### config.mk
export PLATFORM = sky130hd
export DESIGN_NAME = bullet_collision_scanner
export DESIGN_NICKNAME = d
export VERILOG_FILES = /design/src/rtl/bullet_collision_scanner.sv
export SDC_FILE = /design/constraint.sdc
export NUM_CORES = 1
export LEC_CHECK = 0
export ABC_AREA = 0
export ABC_CLOCK_PERIOD_IN_PS = 8350
export CORE_AREA = 2 2 506 508
export CTS_CLUSTER_DIAMETER = 40
export DETAILED_ROUTE_END_ITERATION = 10
export DIE_AREA = 0 0 508 510
export PLACE_DENSITY = 0.3
export SYNTH_ARGS = -nofsm -noshare
export SYNTH_HDL_FRONTEND = slang
export SYNTH_SLANG_ARGS = --single-unit
### constraint.sdc
create_clock -name i_Clk -period 8.35 [get_ports i_Clk]
set_input_delay 0.835 -clock i_Clk [delete_from_list [all_inputs] [get_ports i_Clk]]
set_output_delay 0.835 -clock i_Clk [all_outputs]
set_load 0.01 [all_outputs]
### src/rtl/bullet_collision_scanner.sv
// bullet_collision_scanner
// Resolves player-bullet/enemy and enemy-bullet/player hits once per scan
// request. A single box-overlap comparator is time-shared: one bullet/target
// pair is tested per clock. Kill/clear masks are returned for the bullet
// generator to apply on the next frame, plus a player-hit flag and kill count.
module bullet_collision_scanner #(
   parameter int MAX_ENEMY         = 15,
   parameter int MAX_PLAYER_BULLET = 15,
   parameter int MAX_ENEMY_BULLET  = 30,
   parameter int BULLET_WIDTH      = 6,
   parameter int BULLET_HEIGHT     = 20,
   parameter int ENEMY_WIDTH       = 32,
   parameter int ENEMY_HEIGHT      = 24,
   parameter int PLAYER_WIDTH      = 26,
   parameter int PLAYER_HEIGHT     = 16
) (
   input  logic                            i_Clk,
   input  logic                            i_Rst,
   input  logic                            i_Start,
   input  logic [MAX_ENEMY-1:0]            i_EnemyState,
   input  logic [19*MAX_ENEMY-1:0]         i_EnemyPos,
   input  logic                            i_PlayerState,
   input  logic [18:0]                     i_PlayerPos,
   input  logic [MAX_PLAYER_BULLET-1:0]    i_PlayerBulletState,
   input  logic [19*MAX_PLAYER_BULLET-1:0] i_PlayerBulletPos,
   input  logic [MAX_ENEMY_BULLET-1:0]     i_EnemyBulletState,
   input  logic [19*MAX_ENEMY_BULLET-1:0]  i_EnemyBulletPos,
   output logic                            o_Busy,
   output logic                            o_Done,
   output logic [MAX_ENEMY-1:0]            o_EnemyKill,
   output logic [MAX_PLAYER_BULLET-1:0]    o_PlayerBulletClear,
   output logic [MAX_ENEMY_BULLET-1:0]     o_EnemyBulletClear,
   output logic                            o_PlayerHit,
   output logic [3:0]                      o_KillCnt
);

   localparam int EIW = (MAX_ENEMY > 1)         ? $clog2(MAX_ENEMY)         : 1;
   localparam int PIW = (MAX_PLAYER_BULLET > 1) ? $clog2(MAX_PLAYER_BULLET) : 1;
   localparam int BIW = (MAX_ENEMY_BULLET > 1)  ? $clog2(MAX_ENEMY_BULLET)  : 1;

   localparam logic [EIW-1:0] LAST_E  = EIW'(MAX_ENEMY - 1);
   localparam logic [PIW-1:0] LAST_PB = PIW'(MAX_PLAYER_BULLET - 1);
   localparam logic [BIW-1:0] LAST_EB = BIW'(MAX_ENEMY_BULLET - 1);

   localparam logic [9:0] BUL_W    = 10'(BULLET_WIDTH);
   localparam logic [8:0] BUL_H    = 9'(BULLET_HEIGHT);
   localparam logic [9:0] ENEMY_W  = 10'(ENEMY_WIDTH);
   localparam logic [8:0] ENEMY_H  = 9'(ENEMY_HEIGHT);
   localparam logic [9:0] PLAYER_W = 10'(PLAYER_WIDTH);
   localparam logic [8:0] PLAYER_H = 9'(PLAYER_HEIGHT);

   typedef enum logic [1:0] {
      IDLE   = 2'd0,
      SCAN_P = 2'd1,
      SCAN_E = 2'd2,
      DONE   = 2'd3
   } state_t;

   state_t                       state;
   logic [EIW-1:0]               eIdx;
   logic [PIW-1:0]               pbIdx;
   logic [BIW-1:0]               ebIdx;
   logic [MAX_ENEMY-1:0]         enemyAlive;
   logic                         playerAlive;
   logic [MAX_PLAYER_BULLET-1:0] pbActive;
   logic [MAX_ENEMY_BULLET-1:0]  ebActive;

   logic [18:0] enemyPos [MAX_ENEMY];
   logic [18:0] pbPos    [MAX_PLAYER_BULLET];
   logic [18:0] ebPos    [MAX_ENEMY_BULLET];

   logic [18:0] bulPos;
   logic [18:0] tgtPos;
   logic [9:0]  tgtW;
   logic [8:0]  tgtH;
   logic        overlap;

   // Strict AABB overlap; sums are one bit wider so edges near the screen
   // limit cannot wrap. Equality (touching edges) is not a hit.
   function automatic logic boxOverlap(
      input logic [9:0] ax, input logic [8:0] ay,
      input logic [9:0] aw, input logic [8:0] ah,
      input logic [9:0] bx, input logic [8:0] by,
      input logic [9:0] bw, input logic [8:0] bh
   );
      logic [10:0] axE, bxE, axEnd, bxEnd;
      logic [9:0]  ayE, byE, ayEnd, byEnd;
      axE   = {1'b0, ax};
      bxE   = {1'b0, bx};
      axEnd = {1'b0, ax} + {1'b0, aw};
      bxEnd = {1'b0, bx} + {1'b0, bw};
      ayE   = {1'b0, ay};
      byE   = {1'b0, by};
      ayEnd = {1'b0, ay} + {1'b0, ah};
      byEnd = {1'b0, by} + {1'b0, bh};
      return (axE < bxEnd) && (bxE < axEnd) && (ayE < byEnd) && (byE < ayEnd);
   endfunction

   // Unpack the flat position buses into per-slot entries
   genvar gk;
   generate
      for (gk = 0; gk < MAX_ENEMY; gk++) begin : g_enemyPos
         assign enemyPos[gk] = i_EnemyPos[19*gk +: 19];
      end
      for (gk = 0; gk < MAX_PLAYER_BULLET; gk++) begin : g_pbPos
         assign pbPos[gk] = i_PlayerBulletPos[19*gk +: 19];
      end
      for (gk = 0; gk < MAX_ENEMY_BULLET; gk++) begin : g_ebPos
         assign ebPos[gk] = i_EnemyBulletPos[19*gk +: 19];
      end
   endgenerate

   // Steer the current bullet/target pair into the single shared comparator
   always_comb begin
      bulPos = 19'd0;
      tgtPos = 19'd0;
      tgtW   = ENEMY_W;
      tgtH   = ENEMY_H;
      if (state == SCAN_E) begin
         bulPos = ebPos[ebIdx];
         tgtPos = i_PlayerPos;
         tgtW   = PLAYER_W;
         tgtH   = PLAYER_H;
      end else begin
         bulPos = pbPos[pbIdx];
         tgtPos = enemyPos[eIdx];
         tgtW   = ENEMY_W;
         tgtH   = ENEMY_H;
      end
      overlap = boxOverlap(bulPos[18:9], bulPos[8:0], BUL_W, BUL_H,
                           tgtPos[18:9], tgtPos[8:0], tgtW, tgtH);
   end

   // Scan sequencer: shadow state capture, pairwise stepping and result masks
   always_ff @(posedge i_Clk or negedge i_Rst) begin
      if (!i_Rst) begin
         state               <= IDLE;
         eIdx                <= '0;
         pbIdx               <= '0;
         ebIdx               <= '0;
         enemyAlive          <= '0;
         playerAlive         <= 1'b0;
         pbActive            <= '0;
         ebActive            <= '0;
         o_Busy              <= 1'b0;
         o_Done              <= 1'b0;
         o_EnemyKill         <= '0;
         o_PlayerBulletClear <= '0;
         o_EnemyBulletClear  <= '0;
         o_PlayerHit         <= 1'b0;
         o_KillCnt           <= 4'd0;
      end else begin
         case (state)
            IDLE: begin
               o_Done <= 1'b0;
               if (i_Start) begin
                  enemyAlive          <= i_EnemyState;
                  playerAlive         <= i_PlayerState;
                  pbActive            <= i_PlayerBulletState;
                  ebActive            <= i_EnemyBulletState;
                  o_EnemyKill         <= '0;
                  o_PlayerBulletClear <= '0;
                  o_EnemyBulletClear  <= '0;
                  o_PlayerHit         <= 1'b0;
                  o_KillCnt           <= 4'd0;
                  pbIdx               <= '0;
                  eIdx                <= '0;
                  ebIdx               <= '0;
                  o_Busy              <= 1'b1;
                  state               <= SCAN_P;
               end else begin
                  o_Busy <= 1'b0;
               end
            end

            SCAN_P: begin
               // A bullet step ends on: inactive bullet, first hit, or last enemy
               if (!pbActive[pbIdx] ||
                   (enemyAlive[eIdx] && overlap) ||
                   (eIdx == LAST_E)) begin
                  if (pbActive[pbIdx] && enemyAlive[eIdx] && overlap) begin
                     o_EnemyKill[eIdx]          <= 1'b1;
                     o_PlayerBulletClear[pbIdx] <= 1'b1;
                     enemyAlive[eIdx]           <= 1'b0;
                     o_KillCnt                  <= o_KillCnt + 4'd1;
                  end
                  eIdx <= '0;
                  if (pbIdx == LAST_PB) begin
                     ebIdx <= '0;
                     state <= SCAN_E;
                  end else begin
                     pbIdx <= pbIdx + PIW'(1);
                  end
               end else begin
                  eIdx <= eIdx + EIW'(1);
               end
            end

            SCAN_E: begin
               // Player stays alive for the whole pass so every overlapping bullet clears
               if (playerAlive && ebActive[ebIdx] && overlap) begin
                  o_EnemyBulletClear[ebIdx] <= 1'b1;
                  o_PlayerHit               <= 1'b1;
               end
               if (ebIdx == LAST_EB) begin
                  state <= DONE;
               end else begin
                  ebIdx <= ebIdx + BIW'(1);
               end
            end

            DONE: begin
               o_Done <= 1'b1;
               o_Busy <= 1'b0;
               state  <= IDLE;
            end

            default: begin
               o_Done <= 1'b0;
               o_Busy <= 1'b0;
               state  <= IDLE;
            end
         endcase
      end
   end

endmodule
==> metrics.log <==
[metrics] outcome: finished clean
[metrics] switching power: 4.825 mW
[metrics] post-synth design cell area: about 18000 µm²
[metrics] clock share of power: about a tenth
[metrics] # Post-CTS Setup Buffers: 0
[metrics] post-synthesis async set-or-reset flop share: between 90% and 100%
[metrics] biggest area consumer among synthesized cells: sky130_fd_sc_hd__mux4_2
[metrics] cell types with the largest area share after synthesis: sky130_fd_sc_hd__mux4_2 (22%), sky130_fd_sc_hd__dfrtp_1 (20%), sky130_fd_sc_hd__mux2i_1 (13%), sky130_fd_sc_hd__mux2_2 (5.8%), sky130_fd_sc_hd__ha_1 (4.1%)
[metrics] die extent in y: 510 µm
[metrics] register bit count reported by yosys: about 140
[metrics] number of antenna-violating nets in the routed design: 0
[metrics] overall via count from detail_route: 21730
[metrics] TritonCTS sink count: 143
[metrics] number of design rule violations left after detail routing: 0
[metrics] number of synthesis warnings: 0
[metrics] clock insertion delay at the later pin of the skew report: 550 ps
[metrics] placed cells: around 6300
[metrics] Post-Syn Area per Cell: between 10 and 15 µm²
[metrics] maximum achievable frequency: roughly 140 MHz
[metrics] switching portion of total power: between 50% and 60%
[metrics] area of the placeable core: 253500 µm²
[metrics] crit share post-route: a little over four fifths
[metrics] count of mapped cells out of synthesis: roughly 1700
[metrics] type of the worst min-delay path: in -> async
[metrics] HPWL after detailed placement: 189000 µm
[metrics] Synth Net Count: between 3000 and 4000
[metrics] worst slew slack as a fraction of its limit: 11.69%
[metrics] Crit Path Class: reg -> reg
[metrics] Reg-to-Reg Start: ebIdx[0]
[metrics] total I/O pin count: around 1300
[metrics] number of H-tree levels: 4
[metrics] starting utilization of the core area: between 7 and 8%
[metrics] Worst Max-Slew Pin Slew: between 1000 and 1500 ps
[metrics] vias in the first global route: around 23000
[metrics] TritonCTS clock tree: built
[metrics] Seq/Total Area, Yosys: approximately a fifth
[metrics] Post-synth top flop: sky130_fd_sc_hd__dfrtp_1
[metrics] number of endpoints with negative hold slack in the final report: 0
[metrics] number of violations of the max-capacitance limit: 0
[metrics] post-layout net count: between 4000 and 5000
[metrics] buffer levels on the longest clock path: 2
[metrics] GRT Overall Usage: about 16%
[metrics] filler cell count in the final layout: roughly 29000
[metrics] maximum ir drop on the vdd rail: around 0.32 mV
[metrics] post-route setup TNS: 0 ps
[metrics] crit end category: flip-flop
[metrics] Via-to-Cell Ratio: roughly 3.4
[metrics] part of the total power dissipated in sequential elements: between 10% and 20%
[metrics] minimum clock period: 6977 ps
[metrics] Lkg Pwr: between 10 and 15 nW
[metrics] commonest cells in the netlist: sky130_fd_sc_hd__mux2i_1 (225), sky130_fd_sc_hd__mux4_2 (174), sky130_fd_sc_hd__dfrtp_1 (143)
[metrics] Clk pin slew, worst setup/hold paths: ~100 ps
[metrics] area added between synthesis and finish: 99.09%
[metrics] number of hold buffers added after cts: 0
[metrics] # resized after CTS: 0
[metrics] count of buffers from port buffering: 1289
[metrics] largest net degree at the start of global routing: 97
[metrics] TritonCTS buffer count: 17
[metrics] setup repair after global routing missed its margin: false
[metrics] drt pass-1 iters: 5
[metrics] wire length of the first global-routing pass: ~260000 µm
[metrics] site row count: 185
[metrics] total grt overflow: 0
[metrics] area enclosed by the die boundary: 259100 µm²
[metrics] Post-Route WL: between 200000 and 250000 µm
[metrics] Post-synth EDFFs: 0
[metrics] antenna violations before repair: 179
[metrics] crit start category: flip-flop
[metrics] power density of the placed cells: ~250 nW/µm²
[metrics] data arrival at the endpoint of the critical path: ~7400 ps
[metrics] non-filler cells, final: ~6400
[metrics] critical path launch point: ebIdx[0]
[metrics] Crit path required time: 8760 ps
[metrics] Synth top area share: 21.91%
[metrics] portion of total power attributed to combinational logic: between 70% and 80%
[metrics] routability congestion estimate from global placement: approximately 0.83
[metrics] 1st-iter DRT viols: about 1200
[metrics] per-cell routed wire length: about 33 µm
[metrics] library cells used by synthesis: between 80 and 90
[metrics] cell internal pwr: between 3 and 4 mW
[metrics] die outline width: around 510 µm
[metrics] final setup violating endpoints: 0
[metrics] worst-path fanout max: 41
[metrics] share of post-route cells with drive strength above 1: 15.10%
[metrics] clock skew: slightly below 40 ps
[metrics] root cell of the clock tree: sky130_fd_sc_hd__clkbuf_16
[metrics] most frequent cell after synthesis: sky130_fd_sc_hd__mux2i_1
[metrics] Max Transition Viols Final: 0
## power groups by stage
stage | Sequential [mW] | Clock (mW) | Combinational [mW]
finish | 1.19 | 0.905 | 6.70
CTS | 1.20 | 0.970 | 6.95
global route | 1.23 | 0.982 | 7.25
floorplan | 0.991 | 0 | 3.66
detailed placement | 1.21 | 0 | 6.92
global placement | 1.21 | 0 | 6.93
## cell families after synthesis
| family | synth area share, % |
|---|---|
| multiplexers | 40.35 |
| AO/OA/AOI/OAI | 18.06 |
| AND/OR/NAND/NOR | 10.14 |
| buffers and inverters | 6.205 |
| flip-flops | 20.01 |
| adder cells (fa/ha/maj) | 4.057 |
| XOR/XNOR | 1.175 |
## flip-flops by register name, indices dropped and copies added (netlist names), 2 cells and up
register / cells
ebIdx: 5
pbActive: 15
o_EnemyKill: 15
o_PlayerBulletClear: 15
enemyAlive: 15
eIdx: 4
state: 2
o_EnemyBulletClear: 30
ebActive: 30
pbIdx: 4
o_KillCnt: 4
## cell usage in the layout, fill, tap and decap left out, drive strengths merged, types with 11 or more instances in the layout
master and n:
mux2i 225, nor3 20, a31oi 46, a221oi 13
xnor2 15, ha 58, a21oi 48, nand3 18
o21ai 114, a22o 14, inv 47, nand4 17
a22oi 32, diode 40, o22ai 79, mux4 174
nor4 25, nand2b 14, mux2 93, nor2 99
dfrtp 143, o21a 14, clkdlybuf4s50 1288, o211ai 11
buf 90, clkbuf 17, nand2 111, a221o 25
## layer usage
| metal | part of all wire [%] | GRT usage [%] |
|---|---|---|
| met5 | 0.29 | 0 |
| met4 | 1.3 | 2.098 |
| met3 | 8.6 | 5.774 |
| met2 | 49 | 27.42 |
| met1 | 41 | 19.10 |
## worst paths after layout
| kind | endpoint | slack [ps] | cells past startpoint |
|---|---|---|---|
| worst max register to register | state[1] | 1370 | 18 |
| worst min register to register | o_EnemyKill[1] | 510 | 1 |
| max in group asynchronous | eIdx[0] | 6680 | 2 |
| min in group i_Clk | o_EnemyKill[1] | 510 | 1 |
| worst max-delay path | state[1] | 1370 | 18 |
| worst min-delay path | pbActive[5] | 330 | 1 |
## stage by stage
step           util [%]  instance area (µm²)  hold WS, ps  setup WS [ps]  total power, mW
2_1_floorplan         -                17890        460.8           1704            4.652
3_3_place_gp      13.77                34910        480.7           1182            8.146
3_5_place_dp      13.77                34910        487.2           1248            8.134
4_1_cts           14.01                35510        312.7           1197            9.121
5_1_grt           14.02                35530        321.5          916.8            9.454
6_report          14.05                35610        331.7           1373            8.798
## layout make-up
| class | count | area [µm²] | area share (%) |
|---|---|---|---|
| antenna | 40 | 100.1 | 0.2811 |
| tap | 3366 | 4212 | 11.83 |
| clock buffer | 17 | 425.4 | 1.195 |
| inverter | 41 | 153.9 | 0.4322 |
| sequential | 143 | 3603 | 10.12 |
| multi-input combinational | 1393 | 13320 | 37.41 |
| clock inverter | 15 | 172.7 | 0.4849 |
| timing repair buffer | 1378 | 13620 | 38.25 |
## worst max-delay path: stages, from the launching register on
cell and delay [ps]:
sky130_fd_sc_hd__dfrtp_4 1010, sky130_fd_sc_hd__or4b_1 780, sky130_fd_sc_hd__o22ai_1 230, sky130_fd_sc_hd__nor4_2 890, sky130_fd_sc_hd__a22oi_1 450, sky130_fd_sc_hd__ha_1 350
sky130_fd_sc_hd__o21ai_0 280, sky130_fd_sc_hd__nor2_1 110, sky130_fd_sc_hd__xnor2_1 150, sky130_fd_sc_hd__ha_1 240, sky130_fd_sc_hd__a211o_1 240, sky130_fd_sc_hd__a21oi_1 130
sky130_fd_sc_hd__o21a_1 160, sky130_fd_sc_hd__nand3_1 100, sky130_fd_sc_hd__o211ai_2 140, sky130_fd_sc_hd__o221ai_4 230, sky130_fd_sc_hd__o2111ai_2 660, sky130_fd_sc_hd__o2111ai_1 280
sky130_fd_sc_hd__mux2_1 370
Power figures use the tool's default switching activity.
